File: src/rtl/pipeline_reg_if_id_skid.sv
// IF/ID pipeline register with a one-entry skid buffer.
// Falling-edge state; in_ready is registered and never sees out_ready combinationally.
module pipeline_reg_if_id_skid #(
  parameter int             N           = 32,
  parameter logic [N-1:0]   VALOR_RESET = '0,
  parameter logic [N-1:0]   NOP         = 32'h00000013
) (
  input  logic         clk,
  input  logic         reset,
  input  logic         flush,
  input  logic         in_valid,
  output logic         in_ready,
  input  logic [N-1:0] PCInput,
  input  logic [N-1:0] PCPlus4Input,
  input  logic [N-1:0] InstructionInput,
  output logic         out_valid,
  input  logic         out_ready,
  output logic [N-1:0] PCOutput,
  output logic [N-1:0] PCPlus4Output,
  output logic [N-1:0] InstructionOutput
);

  logic         r_main_valid;
  logic [N-1:0] r_main_pc;
  logic [N-1:0] r_main_pc4;
  logic [N-1:0] r_main_ins;
  logic         r_skid_valid;
  logic [N-1:0] r_skid_pc;
  logic [N-1:0] r_skid_pc4;
  logic [N-1:0] r_skid_ins;
  logic         r_in_ready;

  logic         w_main_valid;
  logic [N-1:0] w_main_pc;
  logic [N-1:0] w_main_pc4;
  logic [N-1:0] w_main_ins;
  logic         w_skid_valid;
  logic [N-1:0] w_skid_pc;
  logic [N-1:0] w_skid_pc4;
  logic [N-1:0] w_skid_ins;

  logic w_accept;
  logic w_consume;
  logic w_main_free;

  assign w_accept    = in_valid & r_in_ready;
  assign w_consume   = r_main_valid & out_ready;
  assign w_main_free = ~r_main_valid | w_consume;

  always_comb begin
    w_main_valid = r_main_valid;
    w_main_pc    = r_main_pc;
    w_main_pc4   = r_main_pc4;
    w_main_ins   = r_main_ins;
    w_skid_valid = r_skid_valid;
    w_skid_pc    = r_skid_pc;
    w_skid_pc4   = r_skid_pc4;
    w_skid_ins   = r_skid_ins;
    if (flush) begin
      // Skid data is left as-is; its valid bit is what matters.
      w_main_valid = 1'b0;
      w_main_pc    = VALOR_RESET;
      w_main_pc4   = VALOR_RESET;
      w_main_ins   = NOP;
      w_skid_valid = 1'b0;
    end else if (w_main_free) begin
      if (r_skid_valid) begin
        w_main_valid = 1'b1;
        w_main_pc    = r_skid_pc;
        w_main_pc4   = r_skid_pc4;
        w_main_ins   = r_skid_ins;
        w_skid_valid = w_accept;
        if (w_accept) begin
          w_skid_pc  = PCInput;
          w_skid_pc4 = PCPlus4Input;
          w_skid_ins = InstructionInput;
        end
      end else if (w_accept) begin
        w_main_valid = 1'b1;
        w_main_pc    = PCInput;
        w_main_pc4   = PCPlus4Input;
        w_main_ins   = InstructionInput;
      end else begin
        w_main_valid = 1'b0;
        w_main_pc    = VALOR_RESET;
        w_main_pc4   = VALOR_RESET;
        w_main_ins   = NOP;
      end
    end else if (w_accept) begin
      w_skid_valid = 1'b1;
      w_skid_pc    = PCInput;
      w_skid_pc4   = PCPlus4Input;
      w_skid_ins   = InstructionInput;
    end
  end

  always_ff @(negedge clk) begin
    if (!reset) begin
      r_main_valid <= 1'b0;
      r_main_pc    <= VALOR_RESET;
      r_main_pc4   <= VALOR_RESET;
      r_main_ins   <= NOP;
      r_skid_valid <= 1'b0;
      r_skid_pc    <= VALOR_RESET;
      r_skid_pc4   <= VALOR_RESET;
      r_skid_ins   <= NOP;
      r_in_ready   <= 1'b1;
    end else begin
      r_main_valid <= w_main_valid;
      r_main_pc    <= w_main_pc;
      r_main_pc4   <= w_main_pc4;
      r_main_ins   <= w_main_ins;
      r_skid_valid <= w_skid_valid;
      r_skid_pc    <= w_skid_pc;
      r_skid_pc4   <= w_skid_pc4;
      r_skid_ins   <= w_skid_ins;
      r_in_ready   <= ~w_skid_valid;
    end
  end

  assign in_ready          = r_in_ready;
  assign out_valid         = r_main_valid;
  assign PCOutput          = r_main_pc;
  assign PCPlus4Output     = r_main_pc4;
  assign InstructionOutput = r_main_ins;

endmodule

File: config.mk
export PLATFORM = sky130hd
export DESIGN_NAME = pipeline_reg_if_id_skid
export DESIGN_NICKNAME = d
export VERILOG_FILES = /design/src/rtl/pipeline_reg_if_id_skid.sv
export SDC_FILE = /design/constraint.sdc
export NUM_CORES = 1
export LEC_CHECK = 0
export ABC_CLOCK_PERIOD_IN_PS = 1350
export CORE_ASPECT_RATIO = 0.9
export CORE_MARGIN = 2
export CORE_UTILIZATION = 41
export DETAILED_ROUTE_END_ITERATION = 10
export GPL_TIMING_DRIVEN = 0
export PLACE_DENSITY = 0.72
export RECOVER_POWER = 50
export SLEW_MARGIN = 20
export SYNTH_ARGS = -nofsm -noshare
export SYNTH_HDL_FRONTEND = slang
export SYNTH_SLANG_ARGS = --single-unit
File: constraint.sdc
create_clock -name clk -period 1.35 [get_ports clk]
set_input_delay 0.27 -clock clk [delete_from_list [all_inputs] [get_ports clk]]
set_output_delay 0.27 -clock clk [all_outputs]
set_load 0.01 [all_outputs]
==> impl_metrics.toml, run 1 <==
[status]
result_of_the_run = "finished, violations left"
failed_checks = "negative setup slack"

[yosys]
synth_async_sr_flop_share_pct = 0
synth_top_family_by_area = "simple AND/OR/NAND/NOR gates"
yosys.area_share.adder_pct = 0
yosysUniqueCellTypes = 24
synthesis.yosys.warnings = 0
post_synthesis_share_of_cell_area_spent_on_xor_and_xnor_gates_pct = 0
synthesis.instances = 871
post-synth-top-count-cell = "sky130_fd_sc_hd__dfxtp_1"
netlist.top_cell.by_area = "sky130_fd_sc_hd__dfxtp_1"
avgSynthCellArea_um2 = 8.93
simple_gate_fraction_of_synth_area_pct = 20.5
yosys-mux-area-fraction_pct = 12.4
synth_nets = 972
synth-compound-area-share_pct = 11.5
ys.flop_type = "sky130_fd_sc_hd__dfxtp_1"
post_synth_most_frequent_cells = "sky130_fd_sc_hd__dfxtp_1 (195), sky130_fd_sc_hd__nand2_1 (187), sky130_fd_sc_hd__mux2i_1 (96)"
synthesis.area_um2 = 7780
netlist.area_leader.share_pct = 50.2
synth.area.top_cells = "sky130_fd_sc_hd__dfxtp_1 (50%), sky130_fd_sc_hd__mux2i_1 (12%), sky130_fd_sc_hd__a221oi_1 (10%)"
seq_area_frac_synth_pct = 50.2
synth_edf_count = 0
synth.ff_latch_count = 195

[critical_path]
max_stage_delay_ns = 0.35
worst_path_dominant_cell_family = "flip-flops"
cp_data_required_time_ns = 1.08
critical_path.max_fanout = 2
r2r-start = "r_skid_valid"
worstSetupEndpointType = "output pin"
crit_path_cells = "buf_6"
start_kind = "flip-flop"
crit_slowest_cell = "sky130_fd_sc_hd__dfxtp_2"
critPathBufInv = 1
worstPathArrival_ns = 1.62
critPathKind = "reg2out"
cp-startpoint = "PCPlus4Output[24]"

[clocking]
clock_tree.htree_level_count = 4
cts_num_sinks = 195
cts_buffers = 17
ctsLongestPathBuffers = 2
clock_latency_ns = 0.49
cts_tree = "done"
cts.clk_slew.worst_paths_ns = 0.07
cts_root_buffer = "sky130_fd_sc_hd__clkbuf_16"

[cells_and_area]
seq_area_um2 = 4030
layout.core_utilization_pct = 79.3
final_area_um2 = 14700
design.final.nets = 1461
area_growth_from_synthesis_to_layout_pct = 88.4
combined_area_of_the_multi_input_logic_cells_um2 = 4770
post_route_cells_drive_above_1_share_pct = 39.9
layout.filler_cells = 1162

[detailed_routing]
1st_iter_drt_viols = 451
drt-wirelength-per-cell_um = 18.8
drt_pre_antenna_iters = 5
drt.antenna.violating_nets = 0
drt_via_density = 5.39
totalWireLength_um = 30400
post-route-drc-count = 0
vias = 8732

[floorplanning]
io-pin-count = 199
dieWidth_um = 149
die_h_um = 135
initial_core_utilization_pct = 42.1
design.core.area_um2 = 18500
placement_rows = 47
floorplan.die_area_um2 = 20100

[worst_hold_path]
worstHoldStart = "r_skid_pc4[10]"
class_of_the_tightest_hold_or_removal_check = "reg2reg"

[timing]
worst_pin_slew_ns = 0.561
rsz_0062_raised_after_global_routing = "true"
report.final.slew_viol_count = 0
fin_skew_ns = 0.0335
worst_slew_margin_rel_pct = 62.6
report.final.hold_viol_count = 0
report.final.setup_viol = 293
layout_setup_ws_ns = -0.538

[place]
place_congestion = 0.780
placement.cell_area_um2 = 10800
buffers_on_ports = 197
dp_hpwl_um = 16500

[power]
power_density_of_the_placed_cells_nw_per_um2 = 1100
static-leakage-power_nw = 6.44
worst_ir_drop_vdd_mv = 0.817

[global_route]
grt.total_usage_pct = 29.0
grt_start_max_net_pins = 17
grt_pass1_wl_um = 45500
global_route.overflow_total = 0
first_global_vias = 9099
number_of_antenna_violations_at_the_first_check_in_global_routing = 1

[run]
drv.max_cap_violation_count = 0
[placed cells by master, fill, tap and decap left out, types with 15 or more instances in the layout]
| cell type | instances |
|---|---|
| sky130_fd_sc_hd__clkbuf_16 | 22 |
| sky130_fd_sc_hd__nand2_1 | 186 |
| sky130_fd_sc_hd__clkbuf_2 | 25 |
| sky130_fd_sc_hd__mux2i_1 | 94 |
| sky130_fd_sc_hd__nor2_2 | 23 |
| sky130_fd_sc_hd__a221oi_2 | 52 |
| sky130_fd_sc_hd__buf_6 | 105 |
| sky130_fd_sc_hd__clkbuf_4 | 15 |
| sky130_fd_sc_hd__a221oi_4 | 41 |
| sky130_fd_sc_hd__nor3_2 | 18 |
| sky130_fd_sc_hd__nor2_1 | 65 |
| sky130_fd_sc_hd__nor3_1 | 73 |
| sky130_fd_sc_hd__dfxtp_1 | 96 |
| sky130_fd_sc_hd__buf_12 | 38 |
| sky130_fd_sc_hd__buf_4 | 49 |
| sky130_fd_sc_hd__dfxtp_2 | 98 |
| sky130_fd_sc_hd__inv_1 | 198 |
| sky130_fd_sc_hd__clkdlybuf4s50_1 | 96 |
[metrics by stage]
stage          hold WS (ns)  setup WS (ns)  power [mW]  setup TNS, ns  instances
2_1_floorplan         0.455         -0.701        7.74        -105.02        871
3_3_place_gp          0.464          -1.38        8.51        -284.08       1313
3_5_place_dp          0.467          -1.43        8.52        -292.17       1313
4_1_cts               0.478         -0.537        15.9        -105.77       1594
5_1_grt               0.494         -0.571        17.1        -102.97       1619
6_report              0.478         -0.538        16.1         -97.26       1619
[layout make-up]
cell class	instances	share of cell area [%]
multi-input combinational	587	32.6
sequential	195	27.5
timing repair buffer	280	22.1
buffer	83	6.63
clock inverter	210	6.21
clock buffer	17	2.90
tap	245	2.09
inverter	1	0.0256
antenna	1	0.0171
[power by group]
part / switching [mW] / internal (mW)
clock: 4.18 / 3.72
sequential: 0.106 / 5.94
combinational: 0.972 / 1.19
[timing repair]
item                                    in CTS  in global routing
endpoints found under the setup margin     293                293
hold buffers                                 0                  0
gates resized for setup                    796                104
buffers inserted                            36                 33
gates cloned                                22                  4
pin swaps                                   23                 36
hold endpoints to repair                     0                  0
[state kept, by name, summed over array words and instances, names as in the netlist]
| register | cells |
|---|---|
| in_ready | 1 |
| out_valid | 1 |
| InstructionOutput | 32 |
| PCOutput | 32 |
| r_skid_valid | 1 |
| r_skid_ins | 32 |
| r_skid_pc | 32 |
| PCPlus4Output | 32 |
| r_skid_pc4 | 32 |
[cells by family (layout without fill, tap and decap cells)]
kind of cell,Yosys count,after routing
compound gates,106,106
buf+inv,89,591
flops,195,195
mux,96,96
other cells,0,1
simple gates,385,385
[final timing paths]
kind                        to  slack (ns)  depth (start not counted)
max          PCPlus4Output[24]       -0.54                          1
min             r_skid_pc4[10]        0.48                          2
max reg2reg      r_skid_pc[11]       -0.24                          6
min reg2reg     r_skid_pc4[10]        0.48                          2
[metal layers]
layer / global-route usage (%) / wire (um) / vias up
met4: 11.6 / 476 / 0
met3: 11.3 / 2310 / 44
met2: 45.2 / 14700 / 370
met5: 0 / 0 / -
li1: - / - / 4082
met1: 36.1 / 13000 / 4236
Note: power is estimated with default switching activity, not from simulation.
==> run 2, diff against run 1 <==
- CTS_BUF_LIST: unset -> sky130_fd_sc_hd__clkbuf_16
==> results of run 2 <==
No change in the layout: final DEF, timing and power equal those of run 1.
